===== src/rtl/apb_conv_pkg.sv =====
// Shared constants, types and address decode for the APB convolution register block.
package apb_conv_pkg;

   localparam int PIX_W         = 3;
   localparam int FILT_SIZE     = 5;
   localparam int ROW_LEN       = 28;
   localparam int WORDS_PER_ROW = 3;
   localparam int WORD_PIX      = 10;
   localparam int WORD_W        = WORD_PIX * PIX_W;
   localparam int TAPS          = FILT_SIZE * FILT_SIZE;
   localparam int FILT_W        = TAPS * PIX_W;
   localparam int FILT01_TAPS   = 2 * FILT_SIZE;
   localparam int FILT2_W       = FILT_SIZE * PIX_W;

   localparam logic [11:0] OFF_CTRL     = 12'h500;
   localparam logic [11:0] OFF_STATUS   = 12'h504;
   localparam logic [11:0] OFF_ROW_DATA = 12'h508;
   localparam logic [11:0] OFF_FILT0    = 12'h900;
   localparam logic [11:0] OFF_FILT1    = 12'h904;
   localparam logic [11:0] OFF_FILT2    = 12'h908;

   localparam int ST_BUSY      = 0;
   localparam int ST_ROW_DONE  = 1;
   localparam int ST_CHAN_DONE = 2;
   localparam int ST_FULL      = 3;
   localparam int ST_CNT_LSB   = 4;
   localparam int ST_CNT_MSB   = 6;

   typedef enum logic [2:0] {
      REG_NONE,
      REG_CTRL,
      REG_STATUS,
      REG_ROW_DATA,
      REG_FILT0,
      REG_FILT1,
      REG_FILT2
   } reg_sel_e;

   typedef struct packed {
      logic [WORD_W-1:0] data;
      logic [1:0]        idx;
   } row_word_t;

   // Byte-lane bits are dropped by the caller; only the word address is decoded.
   function automatic reg_sel_e decode_reg(input logic [9:0] word_addr);
      reg_sel_e sel;
      sel = REG_NONE;
      if (word_addr == OFF_CTRL[11:2])          sel = REG_CTRL;
      else if (word_addr == OFF_STATUS[11:2])   sel = REG_STATUS;
      else if (word_addr == OFF_ROW_DATA[11:2]) sel = REG_ROW_DATA;
      else if (word_addr == OFF_FILT0[11:2])    sel = REG_FILT0;
      else if (word_addr == OFF_FILT1[11:2])    sel = REG_FILT1;
      else if (word_addr == OFF_FILT2[11:2])    sel = REG_FILT2;
      return sel;
   endfunction

endpackage


===== src/rtl/conv_word_fifo.sv =====
// Synchronous row-word FIFO with occupancy count; depth need not be a power of two.
module conv_word_fifo
   import apb_conv_pkg::*;
#(
   parameter int DEPTH = 6,
   parameter int CNT_W = $clog2(DEPTH + 1)
) (
   input  logic             HCLK,
   input  logic             HRESETn,
   input  logic             push,
   input  row_word_t        push_word,
   input  logic             pop,
   output row_word_t        head,
   output logic [CNT_W-1:0] count,
   output logic             full,
   output logic             empty
);

   localparam int PTR_W = (DEPTH > 1) ? $clog2(DEPTH) : 1;
   localparam logic [PTR_W-1:0] LAST_PTR = PTR_W'(DEPTH - 1);

   row_word_t        mem [DEPTH];
   logic [PTR_W-1:0] wr_ptr;
   logic [PTR_W-1:0] rd_ptr;
   logic             do_push;
   logic             do_pop;

   function automatic logic [PTR_W-1:0] next_ptr(input logic [PTR_W-1:0] p);
      return (p == LAST_PTR) ? '0 : p + PTR_W'(1);
   endfunction

   assign full    = (count == CNT_W'(DEPTH));
   assign empty   = (count == '0);
   assign do_push = push & ~full;
   assign do_pop  = pop & ~empty;
   assign head    = mem[rd_ptr];

   // NOTE: non-blocking (<=) in clocked blocks so every register samples pre-edge values.
   always_ff @(posedge HCLK or negedge HRESETn) begin
      if (!HRESETn) begin
         wr_ptr <= '0;
         rd_ptr <= '0;
         count  <= '0;
      end else begin
         if (do_push) wr_ptr <= next_ptr(wr_ptr);
         if (do_pop)  rd_ptr <= next_ptr(rd_ptr);
         case ({do_push, do_pop})
            2'b10:   count <= count + CNT_W'(1);
            2'b01:   count <= count - CNT_W'(1);
            default: count <= count;
         endcase
      end
   end

   // NOTE: storage has no reset; pointers and count define validity, so flushing them empties the FIFO.
   always_ff @(posedge HCLK) begin
      if (do_push) mem[wr_ptr] <= push_word;
   end

endmodule


===== src/rtl/apb_conv_regs.sv =====
// APB register front-end for the convolution core: filters, row-word FIFO, start/status.
// Optional build macro APB_CONV_REGS_SLVERR_EN enables PSLVERR on illegal accesses.
module apb_conv_regs
   import apb_conv_pkg::*;
#(
   parameter int FIFO_DEPTH = 6
) (
   input  logic                HCLK,
   input  logic                HRESETn,
   input  logic [11:0]         PADDR,
   input  logic [31:0]         PWDATA,
   input  logic                PWRITE,
   input  logic                PSEL,
   input  logic                PENABLE,
   output logic [31:0]         PRDATA,
   output logic                PREADY,
   output logic                PSLVERR,
   output logic [FILT_W-1:0]   filt_o,
   output logic [WORD_W-1:0]   pix_data_o,
   output logic [1:0]          pix_idx_o,
   output logic                pix_valid_o,
   input  logic                pix_ready_i,
   output logic                start_o,
   input  logic                row_done_i,
   input  logic                chan_done_i
);

   localparam int CNT_W = $clog2(FIFO_DEPTH + 1);

   reg_sel_e              sel;
   logic                  access;
   logic                  stall;
   logic                  xfer;
   logic                  wr_xfer;
   logic                  rd_xfer;
   logic                  wr_ok;
   logic                  status_rd;

   logic [WORD_W-1:0]     filt0;
   logic [WORD_W-1:0]     filt1;
   logic [FILT2_W-1:0]    filt2;
   logic [1:0]            word_idx;
   logic                  busy;
   logic                  row_done_st;
   logic                  chan_done_st;

   row_word_t             push_word;
   row_word_t             head;
   logic                  fifo_push;
   logic                  fifo_pop;
   logic [CNT_W-1:0]      fifo_count;
   logic                  fifo_full;
   logic                  fifo_empty;
   logic [2:0]            cnt_disp;
   logic [31:0]           status;

   wire unused_bits = ^{PADDR[1:0], PWDATA[31:30]};

   assign sel     = decode_reg(PADDR[11:2]);
   assign access  = PSEL & PENABLE;
   // Only a ROW_DATA write into a full FIFO inserts wait states.
   assign stall   = access & PWRITE & (sel == REG_ROW_DATA) & fifo_full;
   assign PREADY  = ~stall;
   assign xfer    = access & PREADY;
   assign wr_xfer = xfer & PWRITE;
   assign rd_xfer = xfer & ~PWRITE;

`ifdef APB_CONV_REGS_SLVERR_EN
   logic slv_err;
   always_comb begin
      slv_err = 1'b0;
      case (sel)
         REG_NONE:               slv_err = 1'b1;
         REG_CTRL, REG_ROW_DATA: slv_err = ~PWRITE;
         REG_STATUS:             slv_err = PWRITE;
         default:                slv_err = 1'b0;
      endcase
   end
   assign PSLVERR = xfer & slv_err;
   assign wr_ok   = wr_xfer & ~slv_err;
`else
   assign PSLVERR = 1'b0;
   assign wr_ok   = wr_xfer;
`endif

   assign status_rd = rd_xfer & (sel == REG_STATUS);

   // Row-word FIFO feeding the core.
   assign push_word   = '{data: PWDATA[WORD_W-1:0], idx: word_idx};
   assign fifo_push   = wr_ok & (sel == REG_ROW_DATA);
   assign fifo_pop    = pix_valid_o & pix_ready_i;
   assign pix_valid_o = ~fifo_empty;
   assign pix_data_o  = head.data;
   assign pix_idx_o   = head.idx;

   conv_word_fifo #(
      .DEPTH (FIFO_DEPTH),
      .CNT_W (CNT_W)
   ) u_fifo (
      .HCLK      (HCLK),
      .HRESETn   (HRESETn),
      .push      (fifo_push),
      .push_word (push_word),
      .pop       (fifo_pop),
      .head      (head),
      .count     (fifo_count),
      .full      (fifo_full),
      .empty     (fifo_empty)
   );

   always_ff @(posedge HCLK or negedge HRESETn) begin
      if (!HRESETn) begin
         filt0    <= '0;
         filt1    <= '0;
         filt2    <= '0;
         word_idx <= '0;
      end else begin
         if (wr_ok && sel == REG_FILT0) filt0 <= PWDATA[WORD_W-1:0];
         if (wr_ok && sel == REG_FILT1) filt1 <= PWDATA[WORD_W-1:0];
         if (wr_ok && sel == REG_FILT2) filt2 <= PWDATA[FILT2_W-1:0];
         if (fifo_push) word_idx <= (word_idx == 2'(WORDS_PER_ROW - 1)) ? 2'd0 : word_idx + 2'd1;
      end
   end

   // Start is accepted only when idle; sticky events beat a clearing STATUS read.
   always_ff @(posedge HCLK or negedge HRESETn) begin
      if (!HRESETn) begin
         start_o      <= 1'b0;
         busy         <= 1'b0;
         row_done_st  <= 1'b0;
         chan_done_st <= 1'b0;
      end else begin
         start_o <= wr_ok & (sel == REG_CTRL) & PWDATA[0] & ~busy;
         if (wr_ok && sel == REG_CTRL && PWDATA[0] && !busy) busy <= 1'b1;
         else if (row_done_i)                                busy <= 1'b0;
         if (row_done_i)     row_done_st  <= 1'b1;
         else if (status_rd) row_done_st  <= 1'b0;
         if (chan_done_i)    chan_done_st <= 1'b1;
         else if (status_rd) chan_done_st <= 1'b0;
      end
   end

   // NOTE: every always_comb output gets a default first so no path can infer a latch.
   always_comb begin
      cnt_disp = (int'(fifo_count) > 7) ? 3'd7 : 3'(fifo_count);
      status = '0;
      status[ST_BUSY]                = busy;
      status[ST_ROW_DONE]            = row_done_st;
      status[ST_CHAN_DONE]           = chan_done_st;
      status[ST_FULL]                = fifo_full;
      status[ST_CNT_MSB:ST_CNT_LSB]  = cnt_disp;
   end

   always_comb begin
      PRDATA = '0;
      if (rd_xfer) begin
         case (sel)
            REG_STATUS: PRDATA = status;
            REG_FILT0:  PRDATA = {{(32-WORD_W){1'b0}}, filt0};
            REG_FILT1:  PRDATA = {{(32-WORD_W){1'b0}}, filt1};
            REG_FILT2:  PRDATA = {{(32-FILT2_W){1'b0}}, filt2};
            default:    PRDATA = '0;
         endcase
      end
   end

   // Registers hold the leftmost tap in the top field; filt_o is indexed by tap number.
   always_comb begin
      filt_o = '0;
      for (int k = 0; k < FILT01_TAPS; k++) begin
         filt_o[PIX_W*k+2 -: PIX_W] = filt0[PIX_W*(FILT01_TAPS-1-k)+2 -: PIX_W];
         filt_o[PIX_W*(FILT01_TAPS+k)+2 -: PIX_W] = filt1[PIX_W*(FILT01_TAPS-1-k)+2 -: PIX_W];
      end
      for (int k = 0; k < FILT_SIZE; k++) begin
         filt_o[PIX_W*(2*FILT01_TAPS+k)+2 -: PIX_W] = filt2[PIX_W*(FILT_SIZE-1-k)+2 -: PIX_W];
      end
   end

endmodule


===== config.mk =====
export PLATFORM = sky130hd
export DESIGN_NAME = apb_conv_regs
export DESIGN_NICKNAME = d
export VERILOG_FILES = /design/src/rtl/apb_conv_pkg.sv /design/src/rtl/conv_word_fifo.sv /design/src/rtl/apb_conv_regs.sv
export SDC_FILE = /design/constraint.sdc
export NUM_CORES = 1
export LEC_CHECK = 0
export ABC_AREA = 1
export CAP_MARGIN = 10
export CORE_UTILIZATION = 41
export DETAILED_ROUTE_END_ITERATION = 10
export GPL_TIMING_DRIVEN = 1
export PLACE_DENSITY_LB_ADDON = 0.12
export SYNTH_ARGS = -nofsm -noshare
export SYNTH_HDL_FRONTEND = slang
export SYNTH_SLANG_ARGS = --single-unit

===== constraint.sdc =====
create_clock -name HCLK -period 3.5 [get_ports HCLK]
set_input_delay 0.525 -clock HCLK [delete_from_list [all_inputs] [get_ports HCLK]]
set_output_delay 0.525 -clock HCLK [all_outputs]
set_load 0.1 [all_outputs]

# [Yosys cells after proc, flatten, opt, wreduce, memory -nomap -nowiden]
# Memories as Yosys holds them, arrays and structs flattened.
# Cells that the tools add are included.
[totals] wordCells=86 ramBits=192 output_inout_bits=143 mem_count=1 register_bits=90
[classes] n_reduce_logical=12 n_eq_ne=18 mux=19 add_sub_neg=5 n_bitwise=20
[memory_table] name="u_fifo.mem" words=6 width=32 read_ports=1 rd_ports_with_merged_regs=0 wr=1 line_no="conv_word_fifo.sv:22" rtl="row_word_t mem [DEPTH];"
[op_table] cell="30-bit one-hot mux with 4 select lines" count=1
[op_table] cell="10-bit equality test, second input constant" count=3
[op_table] cell="10-bit by 9-bit equality test with 1-bit output, second input constant" count=3
[op_table] cell="30-bit 2-to-1 mux" count=1
[op_table] cell="3-bit 2-to-1 mux" count=8
[op_table] cell="3-bit equality test, second input constant" count=6
[op_table] cell="1-bit bitwise AND" count=15
[op_table] cell="3-bit by 1-bit adder with 3-bit output, second input constant" count=3
[op_table] cell="2-bit nonzero test" count=4
[op_table] cell="1-bit 2-to-1 mux" count=7
[op_table] cell="3-bit by 2-bit equality test with 1-bit output, second input constant" count=2
[op_table] cell="1-bit logical AND" count=6
[op_table] cell="3-bit one-hot mux with 2 select lines" count=1
[op_table] cell="1-bit NOT" count=5
[op_table] cell="2-bit equality test, second input constant" count=2
[op_table] cell="3-bit by 1-bit equality test with 1-bit output, second input constant" count=1
[op_table] cell="3-bit zero test" count=1
[op_table] cell="3-bit by 1-bit subtractor with 3-bit output, second input constant" count=1
[op_table] cell="2-bit by 1-bit adder with 2-bit output, second input constant" count=1
[op_table] cell="2-bit by 1-bit equality test with 1-bit output, second input constant" count=1
[op_table] cell="2-bit 2-to-1 mux" count=1
[op_table] cell="1-bit zero test" count=1

# [Longest topological paths before layout]
# Gate-level depths: netlist of the first run.
[depth] word_depth=17 depth_mapped=12

# [Hierarchy]
# From an unflattened synthesis of the first run, not the netlist that was laid out.
[unflattened] cells_unflattened=1274 hier_area_um2=12329.3
[by_module_without_submodules] mod="conv_word_fifo" cells_each=724 instances=1 seq_area_each_um2=5990.7 area_each_um2=8319.2
[by_module_without_submodules] mod="apb_conv_regs" cells_each=550 instances=1 seq_area_each_um2=2026.9 area_each_um2=4010.1

# [Least setup slack after synthesis of the first run]
# No wires, ideal clock.
[synth_path] kind="in2reg" start="input port PADDR[9]" end="memory u_fifo.mem[2][0] in the netlist's numbering (enable)" cell_stages=9 arrival_ps=3505 setup_ps=461 path_slack_ps=-467 path_buffers=0 path_cell_list="inv_1 nand2_2 nor2_8 nand3_4 clkinv_4 nand3_4 inv_2 nand2_2 nor3_1"
[synth_via] elab_chain_len=17 elab_cells_between_ends=22
[synth_lines] element="from (decl)" line_no="apb_conv_regs.sv:10" rtl="input logic [11:0] PADDR,"
[synth_lines] element="10-bit equality test" line_no="apb_conv_pkg.sv:53" rtl="else if (word_addr == OFF_FILT2[11:2]) sel = REG_FILT2;"
[synth_lines] element="3-bit 2-to-1 mux" line_no="apb_conv_pkg.sv:53"
[synth_lines] element="3-bit 2-to-1 mux" line_no="apb_conv_pkg.sv:52" rtl="else if (word_addr == OFF_FILT1[11:2]) sel = REG_FILT1;"
[synth_lines] element="3-bit 2-to-1 mux" line_no="apb_conv_pkg.sv:51" rtl="else if (word_addr == OFF_FILT0[11:2]) sel = REG_FILT0;"
[synth_lines] element="3-bit 2-to-1 mux" line_no="apb_conv_pkg.sv:50" rtl="else if (word_addr == OFF_ROW_DATA[11:2]) sel = REG_ROW_DATA;"
[synth_lines] element="3-bit 2-to-1 mux" line_no="apb_conv_pkg.sv:49" rtl="else if (word_addr == OFF_STATUS[11:2]) sel = REG_STATUS;"
[synth_lines] element="3-bit 2-to-1 mux *" line_no="apb_conv_pkg.sv:48" rtl="if (word_addr == OFF_CTRL[11:2]) sel = REG_CTRL;"
[synth_lines] element="3-bit by 2-bit equality test with 1-bit output *" line_no="apb_conv_regs.sv:62, apb_conv_regs.sv:90"
[synth_lines] element="1-bit bitwise AND (2 in a row)" line_no="apb_conv_regs.sv:62" rtl="assign stall = access & PWRITE & (sel == REG_ROW_DATA) & fifo_full;"
[synth_lines] element="1-bit NOT" line_no="apb_conv_regs.sv:63" rtl="assign PREADY = ~stall;"
[synth_lines] element="1-bit bitwise AND" line_no="apb_conv_regs.sv:64" rtl="assign xfer = access & PREADY;"
[synth_lines] element="1-bit bitwise AND" line_no="apb_conv_regs.sv:65" rtl="assign wr_xfer = xfer & PWRITE;"
[synth_lines] element="1-bit bitwise AND *" line_no="apb_conv_regs.sv:90" rtl="assign fifo_push = wr_ok & (sel == REG_ROW_DATA);"
[synth_lines] element="1-bit bitwise AND *" line_no="conv_word_fifo.sv:34" rtl="assign do_push = push & ~full;"
[synth_lines] element="1-bit 2-to-1 mux *" line_no="conv_word_fifo.sv:57" rtl="if (do_push) mem[wr_ptr] <= push_word;"
[synth_lines] element="1-bit 2-to-1 mux (implied by the code) *" line_no="conv_word_fifo.sv:57"
[synth_lines] element="to (decl)" line_no="conv_word_fifo.sv:22"
# Mark *: on every way between the ends. The rest lies on a longest branch, timed or not.

# [Final worst setup path of the first run]
[layout_path] start="register u_fifo.rd_ptr[0]" end="output port pix_data_o[14]"
[layout_via] elab_chain_len=1
[layout_lines] element="from (decl)" line_no="conv_word_fifo.sv:24" rtl="logic [PTR_W-1:0] rd_ptr;"
[layout_lines] element="from (signal assigned)" line_no="conv_word_fifo.sv:46" rtl="if (do_pop) rd_ptr <= next_ptr(rd_ptr);"
[layout_lines] element="memory read 6 x 32 bit"
[layout_lines] element="to (decl)" line_no="apb_conv_regs.sv:19" rtl="output logic [WORD_W-1:0] pix_data_o,"
# Every way passes these cells.

==> metrics.yaml, run 1 <==
global_route:
  grt_usage_pct: 20.4
  grt-ovfl-total: 0
  grt_pass1_vias: 8213
  grt_pass1_wl_mm: 48.4
  antenna_found_initial: 0
  grt_max_degree: 61
die:
  die_area_um2: 30900
  coreArea_um2: 29700
  rows: 63
  initial_core_util_pct: 41.7
  dieHeight_um: 176
  die_x_um: 176
  num_io_pins: 195
clock_tree:
  cts_tree: "built"
  h-tree-depth: 1
  post-cts-setup-buffers: 0
  clk_pin_slew_ps: 60
  cts_resized: 0
  cts_root_buf: "clkbuf_16"
  clk_latency_ps: 540
  cts_buffers: 30
  cts_sinks: 282
  clock_path_buffers: 3
  ctsHoldBuffers: 0
place:
  place_congestion: 0.798
  portBuffers: 187
  dp_hpwl_mm: 19.7
  place_area_um2: 15300
  dp_cells: 1625
sta:
  timing.setup.tns_ps: 0
  min_period_ps: 3250
  slew_viol_final: 0
  rsz0062_at_grt: "no"
  finClkSkew_ps: 9.69
  tightest_slew_ps: 1060
  slew_headroom_pct: 29.0
  fmax_ghz: 0.307
  timing.final.crit_share_pct: 93.0
  final-setup-viol-count: 0
  finalHoldViolCount: 0
outcome:
  status: "completed"
hold_path:
  hold_path.class: "input port to asynchronous set/reset pin"
setup_path:
  critPathMaxStageDelay_ps: 560
  crit_chain: "buf_4 -> nor2_1 -> o311ai_0 -> nand2_1 -> o21ai_1 -> buf_12"
  cpMaxStageDelayCell: "buf_4"
  rr_endpoint: "u_fifo.count[2]$_DFFE_PN0P_"
  worstPathMaxFanout: 52
  crit_type: "flop to primary output"
  cp_data_required_time_ps: 2970
  critical_path_arrival_ps: 2730
  rr_startpoint: "u_fifo.count[0]$_DFFE_PN0P_"
  crit_path_end_kind: "primary output"
  start_kind: "flop"
  r2r_slack_ps: 1490
  reg2reg_depth: 9
drt:
  vias: 8418
  drtPass1Iterations: 5
  drcViolationCount: 0
  route.detailed.wl_per_inst_um: 18.4
  viasPerCell: 5.01
  routed_wl_mm: 30.9
  drt_iter0_markers: 611
  ant_nets: 0
logic_synthesis:
  yosysWarnings: 0
  synth_cell_types: 41
  netlist_area_um2: 12400
  syn_area_per_cell_um2: 11.5
  synth_top_area_share_pct: 46.5
  synth_top_area_cell: "edfxtp_1"
  ys_ff_latch: 282
  postSynthCellCount: 1082
  yosysSeqAreaShare_pct: 64.7
  synthTopCellsByArea: "edfxtp_1 (47%), dfrtp_1 (18%), nand2_1 (5.2%)"
pwr:
  power_density_nw_per_um2: 752
  power.static_leakage_nw: 6.01
  ir_drop_mv: 0.489
  power.total_mw: 12.2
final_layout:
  fin_util_pct: 54.7
  drive_gt1_share_pct: 25.1
  instances_no_fill: 1681
  syn_to_final_growth_pct: 31.2
  diodes: 0
  post-route-cell-area_um2: 16300
  fin_nets: 1321
run:
  drv_cap: 0
routing by layer:
metal	vias up	share of wire (%)	track usage (%)
met1	4075	47	30.0
met2	229	45	30.9
met5	-	0	0
li1	4077	-	-
met3	37	6.1	4.22
met4	0	1.5	4.53
report_power, final:
group          internal [mW]  total [mW]  switching, mW  leakage [nW]
Clock                   1.81        3.08           1.27         0.492
Combinational           1.68        5.45           3.78          2.59
Sequential              3.61        3.69         0.0795          2.93
Yosys cell counts (all sizes together):
cell     instances
nand3           46
a21oi           18
o21ai          158
xor2             2
o311ai          32
clkinv           3
inv             78
dfrtp           90
o2111ai          1
o21a             1
or2              1
conb             1
nand4            2
nor3             5
nor2           155
nand2          229
clkbuf          25
edfxtp         192
o21bai           7
buf             33
ha               1
fa               1
xnor2            1
cells by family after synthesis:
family                     synth area share [%]
DFF                                        64.7
xor gates and xnor gates                  0.212
and+or+nand+nor                            16.7
other                                    0.0303
AOI/OAI and AO/OA                          12.3
buffers and inverters                      5.75
adders and majority gates                 0.262
worst max-delay path: cells and delay by family (launching register included):
kind                   cells  cell delay [ps]
AOI/OAI and AO/OA          2              640
buffers and inverters      2              770
and+or+nand+nor            2              200
DFF                        1              540
how the worst max path moves through the flow:
stage,from,end,slack [ps],cells after the start
after floorplan,PADDR[9],u_fifo.mem[2][0]$_DFFE_PP_,-470,9
after global placement,PADDR[10],PRDATA[11],330,11
after detailed placement,PADDR[10],PRDATA[11],330,11
after CTS,u_fifo.rd_ptr[0]$_DFFE_PN0P_,pix_data_o[12],190,6
after global routing,u_fifo.rd_ptr[0]$_DFFE_PN0P_,pix_data_o[14],30,6
final,u_fifo.rd_ptr[0]$_DFFE_PN0P_,pix_data_o[14],250,6
layout make-up:
class / count / area (µm²)
timing repair buffer: 209 / 2760
inverter: 81 / 310
tap: 390 / 488
fill: 2520 / 13500
clock inverter: 13 / 93.8
multi-input combinational: 663 / 3700
clock buffer: 43 / 876
sequential: 282 / 8020
layout by cell type (no fill, tap or decap), types with 2 or more instances in the layout:
| cell type | synthesis | routed |
|---|---|---|
| nor2_2 | 15 | 15 |
| clkbuf_1 | 25 | 4 |
| dfrtp_1 | 90 | 88 |
| o21ai_1 | 42 | 42 |
| nand2_1 | 173 | 173 |
| clkbuf_8 | 0 | 4 |
| o21ai_2 | 65 | 65 |
| nor3_2 | 0 | 4 |
| nand3_4 | 8 | 8 |
| o21bai_1 | 7 | 7 |
| dfrtp_2 | 0 | 2 |
| edfxtp_1 | 192 | 192 |
| inv_1 | 68 | 68 |
| clkbuf_16 | 0 | 31 |
| nor2_4 | 4 | 6 |
| clkdlybuf4s50_1 | 0 | 122 |
| a21oi_1 | 3 | 3 |
| o311ai_0 | 15 | 15 |
| o311ai_1 | 17 | 17 |
| clkbuf_4 | 0 | 4 |
| o21ai_0 | 51 | 51 |
| nand3_1 | 37 | 37 |
| conb_1 | 1 | 3 |
| buf_12 | 0 | 71 |
| a21oi_2 | 15 | 15 |
| nor2_1 | 135 | 133 |
| xor2_1 | 2 | 2 |
| inv_2 | 10 | 10 |
| buf_4 | 8 | 16 |
| clkinv_2 | 1 | 10 |
| nand2_4 | 2 | 2 |
| clkinv_1 | 1 | 3 |
| nand2_2 | 54 | 54 |
registers in the layout, summed over array words and instances, names as in the netlist, 2 cells and up:
name and count:
filt2 15, filt0 30, word_idx 2, u_fifo.rd_ptr 3, u_fifo.mem 192, u_fifo.count 3, filt1 30, u_fifo.wr_ptr 3
metrics by stage:
step	hold WS [ps]	setup slack, ps
2_1_floorplan	229	-467
3_3_place_gp	471	328
3_5_place_dp	476	329
4_1_cts	94.1	191
5_1_grt	128	32.5
6_report	66.7	245
(Power assumes the default switching activity.)
==> run 2: changes to the inputs <==
Settings changed: CORE_UTILIZATION 41 to 49, GPL_TIMING_DRIVEN 1 to unset.
==> run 2 against run 1 <==
Compared with the run above: clock power decreased by 4%; wire length shrank 3.6%; fmax shrank 1.6%; via count up 0.89%; total power fell by 0.69%; sequential share of layout area increased by 0.41 points; die area is 16% lower; critical path depth is 2 higher; first-iteration DRC count fell by 27%; flip-flop and latch count is the same.
==> metrics.yaml, run 2 (synthesis results as in run 1) <==
global_route:
  grt_usage_pct: 23.3  # +2.9 points
  grt-ovfl-total: 0  # unchanged
  grt_pass1_wl_mm: 46.9  # -3.2%
  antenna_found_initial: 0  # unchanged
  grt_pass1_vias: 8470  # +3.1%
  grt_max_degree: 49  # -20%
die:
  coreArea_um2: 24500  # -17%
  rows: 57  # -9.5%
  die_x_um: 161  # -8.4%
  num_io_pins: 195  # unchanged
  initial_core_util_pct: 50.5  # +8.8 points
  die_area_um2: 25900  # -16%
  dieHeight_um: 161  # -8.4%
clock_tree:
  cts_sinks: 282  # unchanged
  clock_path_buffers: 3  # unchanged
  h-tree-depth: 1  # unchanged
  post-cts-setup-buffers: 0  # unchanged
  cts_resized: 0  # unchanged
  cts_tree: "built"
  ctsHoldBuffers: 1  # +1
  cts_root_buf: "clkbuf_16"
  clk_latency_ps: 540  # about the same
  cts_buffers: 28  # -6.7%
  clk_pin_slew_ps: 60  # about the same
drt:
  vias: 8493  # +0.89%
  ant_nets: 0  # unchanged
  drcViolationCount: 0  # unchanged
  drt_iter0_markers: 443  # -27%
  viasPerCell: 5.26  # +4.9%
  routed_wl_mm: 29.8  # -3.6%
  route.detailed.wl_per_inst_um: 18.4  # +0.29%
  drtPass1Iterations: 5  # unchanged
setup_path:
  worstPathMaxFanout: 39  # -25%
  crit_type: "flop to primary output"
  crit_path_end_kind: "primary output"
  rr_endpoint: "u_fifo.count[2]$_DFFE_PN0P_"
  start_kind: "flop"
  reg2reg_depth: 10  # +1
  cp_data_required_time_ps: 2970  # about the same
  critical_path_arrival_ps: 2780  # +50 ps
  rr_startpoint: "u_fifo.count[1]$_DFFE_PN0P_"
  r2r_slack_ps: 1410  # -80 ps
final_layout:
  largest-register: "u_fifo.mem"
  fin_util_pct: 65.7  # +11 points
  fin_nets: 1326  # +0.38%
  diodes: 0  # unchanged
  largest_registers: "u_fifo.mem x192, filt0 x30, filt1 x30"
  drive_gt1_share_pct: 24.9  # -0.17 points
  syn_to_final_growth_pct: 30.1
  largest_reg_flops: 192  # unchanged
  final_common_cell: "edfxtp_1"
  instances_no_fill: 1616  # -3.9%
  mostFrequentLayoutCells: "edfxtp_1 (192), nand2_1 (173), nor2_1 (133)"
  post-route-cell-area_um2: 16100  # -0.82%
place:
  dp_cells: 1565  # -3.7%
  place_area_um2: 15200  # -0.65%
  dp_hpwl_mm: 19.2  # -2.3%
  portBuffers: 187  # unchanged
  place_congestion: 0.813  # +1.9%
hold_path:
  hold_path.class: "input port to asynchronous set/reset pin"
sta:
  timing.final.crit_share_pct: 94.6  # +1.6 points
  final-setup-viol-count: 0  # unchanged
  finClkSkew_ps: 16.4  # +6.66 ps
  timing.setup.tns_ps: 0  # unchanged
  slew_headroom_pct: 31.1  # +2.1 points
  finalHoldViolCount: 0  # unchanged
  rsz0062_at_grt: "no"
  slew_viol_final: 0  # unchanged
  min_period_ps: 3310  # +54.4 ps
  tightest_slew_ps: 1030  # -27.5 ps
  fmax_ghz: 0.302  # -1.6%
outcome:
  status: "completed"
pwr:
  power.total_mw: 12.1  # -0.69%
  power.static_leakage_nw: 5.98  # -0.45%
  ir_drop_mv: 0.616  # +26%
  power_density_nw_per_um2: 753  # +0.13%
run:
  drv_cap: 0  # unchanged
## run 2: cell types whose count changed in the layout (fill, tap and decap cells not counted), sizes merged
cell | before | now
inv | 79 | 78
dlygate4sd3 | 0 | 1
buf | 87 | 93
clkinvlp | 0 | 2
clkbuf | 43 | 39
clkinv | 14 | 10
bufinv | 1 | 2
## run 2: cell type report
cell class	count	area, µm²
well taps	324	405
inverters	81	310
clock buffers	39	815
multi-input cells	663	3700
repair buffers	216	2760
flip-flops and latches	282	8020
fillers	1870	8410
clock inverters	11	111
## run 2: routing by layer
metal | GRT usage [%] | share of wire [%]
met5 | 0 | 0
met4 | 6.39 | 2.1
met3 | 4.75 | 6.6
met2 | 36.6 | 46
met1 | 33.2 | 45
## run 2: how the worst max path moves through the flow
stage	endpoint	slack, ps	start
6_report	pix_data_o[16]	190	u_fifo.rd_ptr[0]$_DFFE_PN0P_
5_1_grt	pix_data_o[16]	10	u_fifo.rd_ptr[0]$_DFFE_PN0P_
4_1_cts	pix_data_o[16]	110	u_fifo.rd_ptr[0]$_DFFE_PN0P_
3_5_place_dp	PRDATA[11]	470	PADDR[10]
3_3_place_gp	PRDATA[11]	480	PADDR[10]
2_1_floorplan	u_fifo.mem[2][0]$_DFFE_PP_	-470	PADDR[9]
## run 2: critical path, cell delays in order (launching register included)
cell      delay [ps]
dfrtp_2          370
buf_4            390
nand2_1          120
inv_2            540
nand2_1          140
o311ai_0         150
nand2_1          120
o21ai_1          190
buf_12           220
## run 2: stage by stage
stage | hold slack [ps] | setup WS (ps)
floorplan | 229 | -467
CTS | 474 | 113
finish | 468 | 191
detailed placement | 495 | 472
global route | 513 | 10.3
global placement | 479 | 483
## run 2: report_power, final
| part | total [mW] | leakage, nW | switching (mW) | internal (mW) |
|---|---|---|---|---|
| combinational | 5.48 | 2.60 | 3.80 | 1.68 |
| clock | 2.97 | 0.450 | 1.20 | 1.77 |
| sequential | 3.69 | 2.93 | 0.0770 | 3.61 |
==> run 3: changes to the inputs <==
Settings changed: CORE_UTILIZATION 49 to 57, DONT_BUFFER_PORTS set to 1.
==> run 3 against run 2 <==
Compared with the run above: register-to-register slack got worse by 300 ps; flip-flop and latch count unchanged; hold slack got worse by 390 ps; clock power is 6.7% higher; total power shrank 1.3%; fmax rose by 3.2%; critical path type unchanged; critical endpoint is now pix_data_o[9]; highest routed layer unchanged.
==> metrics.yaml, run 3 (synthesis results as in run 1) <==
outcome:
  status: "completed"
drt:
  drcViolationCount: 0  # unchanged
  routed_wl_mm: 28.7  # -3.6%
  viasPerCell: 5.57  # +6.0%
  drtPass1Iterations: 5  # unchanged
  ant_nets: 0  # unchanged
  vias: 8433  # -0.71%
  route.detailed.wl_per_inst_um: 18.9  # +2.9%
  drt_iter0_markers: 530  # +20%
global_route:
  antenna_found_initial: 0  # unchanged
  grt_usage_pct: 26.3  # +2.9 points
  grt-ovfl-total: 0  # unchanged
  grt_pass1_vias: 8214  # -3.0%
  grt_pass1_wl_mm: 44.6  # -4.9%
  grt_max_degree: 98  # +100%
final_layout:
  fin_nets: 1271  # -4.1%
  syn_to_final_growth_pct: 24.2
  mostFrequentLayoutCells: "edfxtp_1 (192), nand2_1 (173), nor2_1 (132)"
  diodes: 0  # unchanged
  post-route-cell-area_um2: 15400  # -4.5%
  drive_gt1_share_pct: 34.2  # +9.3 points
  largest-register: "u_fifo.mem"
  fin_util_pct: 72.7  # +7.0 points
  largest_reg_flops: 192  # unchanged
  largest_registers: "u_fifo.mem x192, filt0 x30, filt1 x30"
  final_common_cell: "edfxtp_1"
clock_tree:
  cts_root_buf: "clkbuf_16"
  cts_buffers: 28  # unchanged
  cts_sinks: 282  # unchanged
  clk_pin_slew_ps: 60  # about the same
  h-tree-depth: 1  # unchanged
  cts_tree: "built"
  clock_path_buffers: 3  # unchanged
  clk_latency_ps: 540  # about the same
  cts_resized: 0  # unchanged
place:
  place_area_um2: 14300  # -5.5%
  place_congestion: 0.787  # -3.2%
  portBuffers: 0  # -100%
  place_ws_ps: 516  # +43.8 ps
  dp_hpwl_mm: 18.5  # -3.7%
setup_path:
  cpMaxStageDelayCell: "buf_4"
  cp_data_required_time_ps: 2970  # about the same
  crit_type: "flop to primary output"
  critical_path_arrival_ps: 2680  # -100 ps
  critPathMaxStageDelay_ps: 560  # +20 ps
  crit_chain: "buf_4 -> nor2_1 -> o311ai_0 -> nand2_1 -> o21ai_2 -> buf_12"
  crit_path_end_kind: "primary output"
  start_kind: "flop"
  r2r_slack_ps: 1110  # -300 ps
  worstPathMaxFanout: 53  # +36%
sta:
  setup_ws_ps: 293  # +102 ps
  tightest_slew_ps: 907  # -123 ps
  final-setup-viol-count: 0  # unchanged
  min_period_ps: 3210  # -102 ps
  timing.final.crit_share_pct: 91.6  # -2.9 points
  slew_headroom_pct: 39.5  # +8.4 points
  whs_ps: 74.0  # -394 ps
  fmax_ghz: 0.312  # +3.2%
  rsz0062_at_grt: "no"
  finalHoldViolCount: 0  # unchanged
  slew_viol_final: 0  # unchanged
  finClkSkew_ps: 32.2  # +15.9 ps
pwr:
  seqPwrFrac_pct: 30.6  # +0.2 points
  comb_power_share_pct: 42.9  # -2.3 points
  power.internal_mw: 6.94  # -1.7%
  switching_share_pct: 42.1  # +0.22 points
  p_sw_mw: 5.04  # -0.82%
  power.static_leakage_nw: 5.94  # -0.76%
  power.total_mw: 12.0  # -1.3%
  power.share.clock_pct: 26.5  # +2.0 points
  power_density_nw_per_um2: 778  # +3.4%
  ir_drop_mv: 0.501  # -19%
die:
  num_io_pins: 195  # unchanged
  rows: 53  # -7.0%
  initial_core_util_pct: 58.6  # +8.1 points
  coreArea_um2: 21200  # -14%
  dieHeight_um: 149  # -7.2%
  die_x_um: 149  # -7.2%
  die_area_um2: 22300  # -14%
run:
  drv_cap: 0  # unchanged
hold_path:
  hold_path.class: "input port to flop"
## run 3: changes by cell type in the layout (fill, tap and decap cells not counted), moves of 2 or more
cell,previous run,this run
buf_12,66,52
buf_4,27,107
bufinv_16,2,5
clkdlybuf4s50_1,122,0
o21ai_0,51,49
o21ai_1,42,12
o21ai_2,65,97
## run 3: worst max-delay path, delay by kind of cell (launching register included)
| kind | cells | cell delay [ps] |
|---|---|---|
| simple gates | 2 | 230 |
| flops | 1 | 550 |
| buf+inv | 2 | 760 |
| compound gates | 2 | 580 |
## run 3: what timing repair did
item / in CTS / in global routing
buffers inserted: 0 / 0
endpoints found under the hold margin: 90 / 0
hold buffers: 2 / 0
## run 3: per-stage QoR
stage | std cells | setup TNS, ps
final | 1514 | 0
after global routing | 1514 | 0
after CTS | 1514 | 0
after detailed placement | 1460 | 0
after global placement | 1460 | 0
after floorplan | 1084 | -50670
## run 3: layout make-up
| class | instances | area, µm² |
|---|---|---|
| Clock buffer | 39 | 803 |
| Clock inverter | 13 | 201 |
| Fill cell | 1445 | 5770 |
| Inverter | 81 | 310 |
| Multi-Input combinational cell | 663 | 3830 |
| Sequential cell | 282 | 8020 |
| Tap cell | 275 | 344 |
| Timing Repair Buffer | 161 | 1880 |
## run 3: routing by layer
metal	up-vias	GRT usage, %	routed length, µm
met5	-	0	0
met4	0	6.02	417
met3	36	4.54	2100
met2	313	43.5	14100
met1	4118	36.3	12100
li1	3966	-	-
## run 3: path summary, 6_finish.rpt
check                                                  start                           end  cells past startpoint
worst max-delay path            u_fifo.rd_ptr[0]$_DFFE_PN0P_                 pix_data_o[9]                      6
worst max register to register   u_fifo.count[1]$_DFFE_PN0P_   u_fifo.count[2]$_DFFE_PN0P_                     11
min in group asynchronous                            HRESETn          filt1[2]$_DFFE_PN0P_                      2
max in group asynchronous                            HRESETn  u_fifo.rd_ptr[1]$_DFFE_PN0P_                      2
worst min-delay path                              PWDATA[17]   u_fifo.mem[1][19]$_DFFE_PP_                      0
worst min register to register   u_fifo.count[0]$_DFFE_PN0P_   u_fifo.count[0]$_DFFE_PN0P_                      1
## run 3: power groups by stage
stage	sequential, mW	combinational (mW)	clock, mW
final	3.66	5.14	3.17
after global routing	3.66	5.37	3.35
after CTS	3.66	5.17	3.21
after detailed placement	3.72	5.13	0
after global placement	3.72	5.08	0
after floorplan	3.73	3.51	0
